==> src/rtl/spmv_read_ctrl.sv <==
// SpMV row read controller: sequences SRAM0 input-vector and matrix-value block
// reads, then streams matrix-value indices to the MAC under a ready handshake.
module spmv_read_ctrl #(
  parameter int unsigned CNT_W    = 8,
  parameter int unsigned WAIT_CYC = 2
) (
  input  logic             i_clk,
  input  logic             i_rstn,
  input  logic             i_start,
  input  logic [CNT_W-1:0] i_nnz,
  input  logic             i_abort,
  input  logic             i_pe_ready,
  input  logic             i_host_req,
  output logic             o_host_gnt,
  output logic             o_read_start_IV,
  output logic             o_read_start_MV,
  output logic [CNT_W-1:0] o_count,
  output logic             o_val_valid,
  output logic             o_busy,
  output logic             o_done,
  output logic [2:0]       o_state
);

  localparam int unsigned WAIT_W = (WAIT_CYC > 1) ? $clog2(WAIT_CYC) : 1;

  typedef enum logic [2:0] {
    IDLE    = 3'd0,
    IV      = 3'd1,
    IV_WAIT = 3'd2,
    MV      = 3'd3,
    MV_WAIT = 3'd4,
    STREAM  = 3'd5,
    DONE    = 3'd6
  } state_t;

  state_t             state, state_nxt;
  logic [CNT_W-1:0]   count, count_nxt;
  logic [CNT_W-1:0]   remaining, remaining_nxt;
  logic [WAIT_W-1:0]  wait_cnt, wait_nxt;
  logic               wait_last;

  assign wait_last = (wait_cnt == WAIT_W'(WAIT_CYC - 1));

  // State and datapath registers
  always_ff @(posedge i_clk or negedge i_rstn) begin
    if (!i_rstn) begin
      state     <= IDLE;
      count     <= '0;
      remaining <= '0;
      wait_cnt  <= '0;
    end else begin
      state     <= state_nxt;
      count     <= count_nxt;
      remaining <= remaining_nxt;
      wait_cnt  <= wait_nxt;
    end
  end

  // Next-state logic; abort overrides every transition including a handshake
  always_comb begin
    state_nxt     = state;
    count_nxt     = count;
    remaining_nxt = remaining;
    wait_nxt      = wait_cnt;
    if (i_abort && (state != IDLE)) begin
      state_nxt = IDLE;
      wait_nxt  = '0;
    end else begin
      case (state)
        IDLE: begin
          if (i_start && !i_host_req) begin
            if (i_nnz == '0) begin
              state_nxt = DONE;
            end else begin
              remaining_nxt = i_nnz;
              count_nxt     = '0;
              state_nxt     = IV;
            end
          end
        end
        IV: begin
          wait_nxt  = '0;
          state_nxt = (WAIT_CYC == 0) ? MV : IV_WAIT;
        end
        IV_WAIT: begin
          if (wait_last) begin
            wait_nxt  = '0;
            state_nxt = MV;
          end else begin
            wait_nxt = wait_cnt + WAIT_W'(1);
          end
        end
        MV: begin
          wait_nxt  = '0;
          state_nxt = (WAIT_CYC == 0) ? STREAM : MV_WAIT;
        end
        MV_WAIT: begin
          if (wait_last) begin
            wait_nxt  = '0;
            state_nxt = STREAM;
          end else begin
            wait_nxt = wait_cnt + WAIT_W'(1);
          end
        end
        STREAM: begin
          if (i_pe_ready) begin
            count_nxt     = count + CNT_W'(1);
            remaining_nxt = remaining - CNT_W'(1);
            // Last value finishes the row; a block boundary triggers a refill
            if (remaining == CNT_W'(1)) begin
              state_nxt = DONE;
            end else if (count_nxt[3:0] == 4'd0) begin
              state_nxt = MV;
            end
          end
        end
        DONE:    state_nxt = IDLE;
        default: state_nxt = IDLE;
      endcase
    end
  end

  assign o_host_gnt      = (state == IDLE) & i_host_req;
  assign o_read_start_IV = (state == IV);
  assign o_read_start_MV = (state == MV);
  assign o_val_valid     = (state == STREAM);
  assign o_busy          = (state != IDLE);
  assign o_done          = (state == DONE);
  assign o_count         = count;
  assign o_state         = state;

endmodule
==> config.mk <==
export PLATFORM = sky130hd
export DESIGN_NAME = spmv_read_ctrl
export DESIGN_NICKNAME = d
export VERILOG_FILES = /design/src/rtl/spmv_read_ctrl.sv
export SDC_FILE = /design/constraint.sdc
export NUM_CORES = 1
export LEC_CHECK = 0
export BUFFER_PORTS_ARGS = -buffer_cell sky130_fd_sc_hd__buf_2
export CAP_MARGIN = 40
export CORE_MARGIN = 2
export CORE_UTILIZATION = 60
export CTS_BUF_LIST = sky130_fd_sc_hd__clkbuf_2 sky130_fd_sc_hd__clkbuf_4 sky130_fd_sc_hd__clkbuf_8
export CTS_CLUSTER_DIAMETER = 150
export DETAILED_ROUTE_END_ITERATION = 16
export PLACE_DENSITY = 0.95
export SYNTH_ARGS = -nofsm -noshare
export SYNTH_HDL_FRONTEND = slang
export SYNTH_SLANG_ARGS = --single-unit
==> constraint.sdc <==
create_clock -name i_clk -period 3.2 [get_ports i_clk]
set_clock_uncertainty 0.05 [all_clocks]
set_input_delay 0.32 -clock i_clk [delete_from_list [all_inputs] [get_ports i_clk]]
set_output_delay 0.32 -clock i_clk [all_outputs]
set_load 0.1 [all_outputs]
Word level (Yosys, flattened, before mapping):

Cells that the tools add are included.

* latch bits: 0
* memory bits (writable): 0
* register bits after elaboration: 20
* bits in read-only memories: 0
* input port bits: 14
* memories: 0

* shift-type cells: 0
* $add $sub $neg: 3
* eq/ne operators: 15
* multiply operators: 0
* $lt $le $gt $ge: 0
* div/mod/pow operators: 0
* bitwise operators: 2
* reduce and logical (&&, ||, !) cells: 13
* muxes and demuxes: 20

Operators by type and width (number)
* 8-bit 2-to-1 mux: 6
* 8-bit one-hot mux with 2 select lines: 2
* 3-bit 2-to-1 mux: 8
* 3-bit one-hot mux with 6 select lines: 1
* 5-bit AND reduction: 2
* 3-bit equality test, second input constant: 3
* 3-bit inequality test, second input constant: 3
* 8-bit by 1-bit adder with 8-bit output, second input constant: 1
* 8-bit by 1-bit equality test with 1-bit output, second input constant: 1
* 8-bit logical NOT: 1
* 8-bit by 1-bit subtractor with 8-bit output, second input constant: 1
* 3-bit by 2-bit equality test with 1-bit output, second input constant: 2
* 2-bit inequality test, second input constant: 3
* 3-bit nonzero test: 2
* 4-bit logical NOT: 1
* 4-bit by 1-bit inequality test with 1-bit output, second input constant: 1
* 2-bit OR reduction: 2
* 3-bit by 1-bit equality test with 1-bit output, second input constant: 1
* 3-bit logical NOT: 1
* 3-bit by 2-bit inequality test with 1-bit output, second input constant: 1
* 1-bit logical AND: 2
* 1-bit 2-to-1 mux: 2
* 1-bit one-hot mux with 2 select lines: 1
* 2-bit nonzero test: 1
* other kinds (4): 4

Logic depth before layout (Yosys ltp):

* word-level depth: 7
* depth in mapped cells: 8

Least setup slack after synthesis:

Ideal clock, no wire load.

* kind: reg-to-output
* from: reg state[2], in the netlist o_state[2]
* to: out o_done
* required time: 2.830 ns
* path buffers: 2
* path slack: -0.642 ns
* arrival: 3.472 ns
* stages on the path, launching flop included: 5
* path through: dfrtp_1 > buf_4 > buf_2 > inv_1 > nor3_1

* longest elaborated chain between the ends: 1

Ends and longest elaborated chain
* start: declaration: line 36 `state_t state, state_nxt;`
* start signal: assignment: line 52 `state <= state_nxt;`
* 3-bit equality test: line 128 `assign o_done = (state == DONE);`
* end: declaration: line 20 `output logic o_done,`

No other way between the ends.

Worst setup path in the final report:

* from: reg state[1], in the netlist o_state[1]
* to: out o_val_valid

* longest elaborated chain between the ends: 1

Ends and longest elaborated chain
* 3-bit equality test: line 126 `assign o_val_valid = (state == STREAM);`
* end: declaration: line 18 `output logic o_val_valid,`

No other way between the ends.

==> impl_results.md <==
- Outcome: finished, final reports clean
- Worst Hold End: remaining[6]
- Layout area overhead: 12.3%
- Starting Density: 0.622
- Final GP Congestion: 0.868
- Clock tree from TritonCTS: yes
- Final ANT Viol Nets: 0
- WHS: 268 ps
- RSZ-0062 raised after global routing: false
- Pleak: 0.705 nW
- Hold Crit Class: in2reg
- Routed length on met3: 164 um
- Critical Path Source: o_state[1]
- PortBufs: 30
- Post-synthesis mux area share: 0.0158
- Period minus WS final: 2630 ps
- Adder-cell share of the synthesized area: 0.0278
- Pin count of the biggest net entering global routing: 26
- Hold Vio Cnt, Final: 0
- Clock Sinks: 20
- Main synth FF type: dfrtp_1
- Root Buffer: clkbuf_4
- CP arrival: 2260 ps
- First-pass GRT wire length: 5.22 mm
- Core Area: 2170 sq um
- DR WL met2: 1.52 mm
- Total gr overflow: 0
- N_diodes: 0
- Seq cells post-synth: 20
- Ratio of cells with drive above 1 in the final layout: 0.217
- Detailed-router iteration count before antenna repair: 4
- Syn_nets: 180
- Syn Std Cell Area: 1350 sq um
- Post-Synth XOR/XNOR Area: 0.0130
- Final wirelength: 3.21 mm
- Fin util: 0.698
- Syn. warnings: 0
- Simple-Gate Fraction of Synth Area: 0.236
- Final nets: 208
- Avg Cell Area, Syn: 8.27 sq um
- Routed length per instance: 14.8 um
- DR iter-0 viols: 46
- Die area: 2640 sq um
- Gate count of the mapped netlist: 163
- Slew margin rel.: 0.610
- Final setup vio count: 0
- Critical Path RT: 2830 ps
- Ys async rst share: 1.00
- Worst skew pair latency: 300 ps
- Number of vias per cell: 6.13
- Slew Viols, Final: 0
- Critical path endpoint category: output pin
- Post-route DRC: 0
- Reg2reg end: o_state[2]
- Critical hold path startpoint: i_nnz[6]
- H-Tree Depth: 1
- Hold Path Depth: 3
- EDFF count, synth: 0
- Die Span X: 51.4 um
- Detailed placement HPWL: 2.33 mm
- Worst Setup Start Kind: register
- WS Path Type: reg2out
- FMAX: 0.381 GHz
- CTS clk-pin slew, worst paths: 110 ps
- Initial antenna violation count: 0
- Distinct cells, synth: 52
- Synth Area in Compound Gates: 0.276
- FP Rows: 17
- Reg2reg setup slack: 850 ps
- Cell Pwr Density: 921 nW/um^2
- Fin crit share: 0.821
- Area fraction of the dominant cell type after synthesis: 0.371
- Worst reg-to-reg path cell count: 5
- Max VDD drop: 824 uV
- # IOs: 31
- CTS Buf Count: 3
- Chip height: 51.4 um
- Number of global-route vias before repair: 1,183
- MaxCap Viol Count: 0
- CTS Buffer Depth: 2
- Worst r2r src: o_state[1]
- Pre-CTS WS: 931 ps
- Via count: 1,330
- Worst-margin pin slew: 586 ps
- Worst-path maximum fanout: 23
- Total GRT Usage: 0.262
- Setup WS post-layout: 574 ps
- Biggest area consumer among synthesized cells: dfrtp_1
- Fill count: 175
- Max Used Layer: met4
- Wire length on met1: 1.45 mm
- Main combinational cell family by area after synthesis: compound AO/OA/AOI/OAI gates
- Sequential area share after synthesis: 0.371
- Top post-synthesis cells by area: dfrtp_1 (37%), o21ai_0 (7.1%), nor2_1 (4.5%), nor3_1 (4.1%), nand2_1 (3.9%)
-- report_power, final --
part	total (W)	internal, W	leakage (nW)	switching (W)
clock network	0.000123	0.0000440	0.0138	0.0000792
logic	0.000821	0.000220	0.431	0.000601
registers	0.000452	0.000323	0.261	0.000129
total	0.00140	0.000586	0.705	0.000809
-- metrics by stage --
step           TNS [ps]  power [W]  instances  instance area (sq um)
6_report              0    0.00140        217                   1520
5_1_grt               0    0.00148        217                   1520
4_1_cts               0    0.00139        217                   1520
3_5_place_dp          0    0.00127        213                   1480
3_3_place_gp          0    0.00125        213                   1480
2_1_floorplan     -1280    0.00115        163                   1350
-- cells in the final DEF, fill, tap and decap left out, types with 2 or more instances in the layout --
cell type,count
nor4_1,2
inv_1,6
buf_2,30
o21ai_1,4
and3_1,2
nand2_1,14
a21oi_1,10
and2_1,2
a2bb2oi_1,2
o21ai_0,19
o31ai_1,2
dfrtp_1,20
clkbuf_4,3
ha_1,3
a31oi_1,5
nor3_1,11
nand3_1,4
or3_1,2
nor2_1,16
-- repair_timing --
item | CTS | global route
resized for setup | 0 | 0
hold buffers | 1 | 0
buffers inserted | 0 | 0
endpoints found under the hold margin | 20 | 0
-- critical path: stages (launching register included) --
cell      delay (ps)
dfrtp_1          620
and2b_1          270
nand2_2          340
clkinv_1         330
buf_2            380
-- area by class of cell --
cell class              instances  area, sq um  share of cell area
inverters                       8         30.0              0.0198
repair buffers                 31          160               0.106
well taps                      28         35.0              0.0231
flip-flops and latches         20          500               0.330
clock buffers                   3         22.5              0.0149
multi-input cells             127          767               0.506
-- synth_stat cells, types with 2 or more instances --
cell / n
nor3_1: 11
o21ai_1: 4
and2_1: 2
buf_2: 2
nand3_1: 4
nand2_1: 14
o21ai_0: 19
clkbuf_1: 2
a2bb2oi_1: 2
nor4_1: 2
or3_1: 2
ha_1: 3
dfrtp_1: 20
and3_1: 2
nor2_1: 16
inv_1: 6
a21oi_1: 10
a31oi_1: 5
buf_4: 3
o31ai_1: 2
-- flip-flops by register name, indices dropped and copies added (netlist names) --
name	flops
o_count	8
remaining	8
wait_cnt	1
o_state	3
-- per-layer routing --
layer | global-route usage | up-vias
met2 | 0.415 | 58
met1 | 0.355 | 612
li1 | - | 651
met5 | 0 | -
met4 | 0.132 | 0
met3 | 0.0263 | 9
-- worst max-delay path by stage --
stage | endpoint | cells after the start
global route | o_val_valid | 4
CTS | o_val_valid | 4
finish | o_val_valid | 4
detailed placement | o_state[2] | 5
global placement | o_state[2] | 5
floorplan | o_done | 4
-- kinds of logic (layout without fill, tap and decap cells) --
kind of cell,Yosys count,in the layout
AND/OR/NAND/NOR,62,62
AO/OA/AOI/OAI,58,58
XOR/XNOR,2,2
multiplexers,2,2
buffers and inverters,16,42
flip-flops,20,20
adder cells (fa/ha/maj),3,3
No activity file was read; power rests on OpenSTA's default activity.
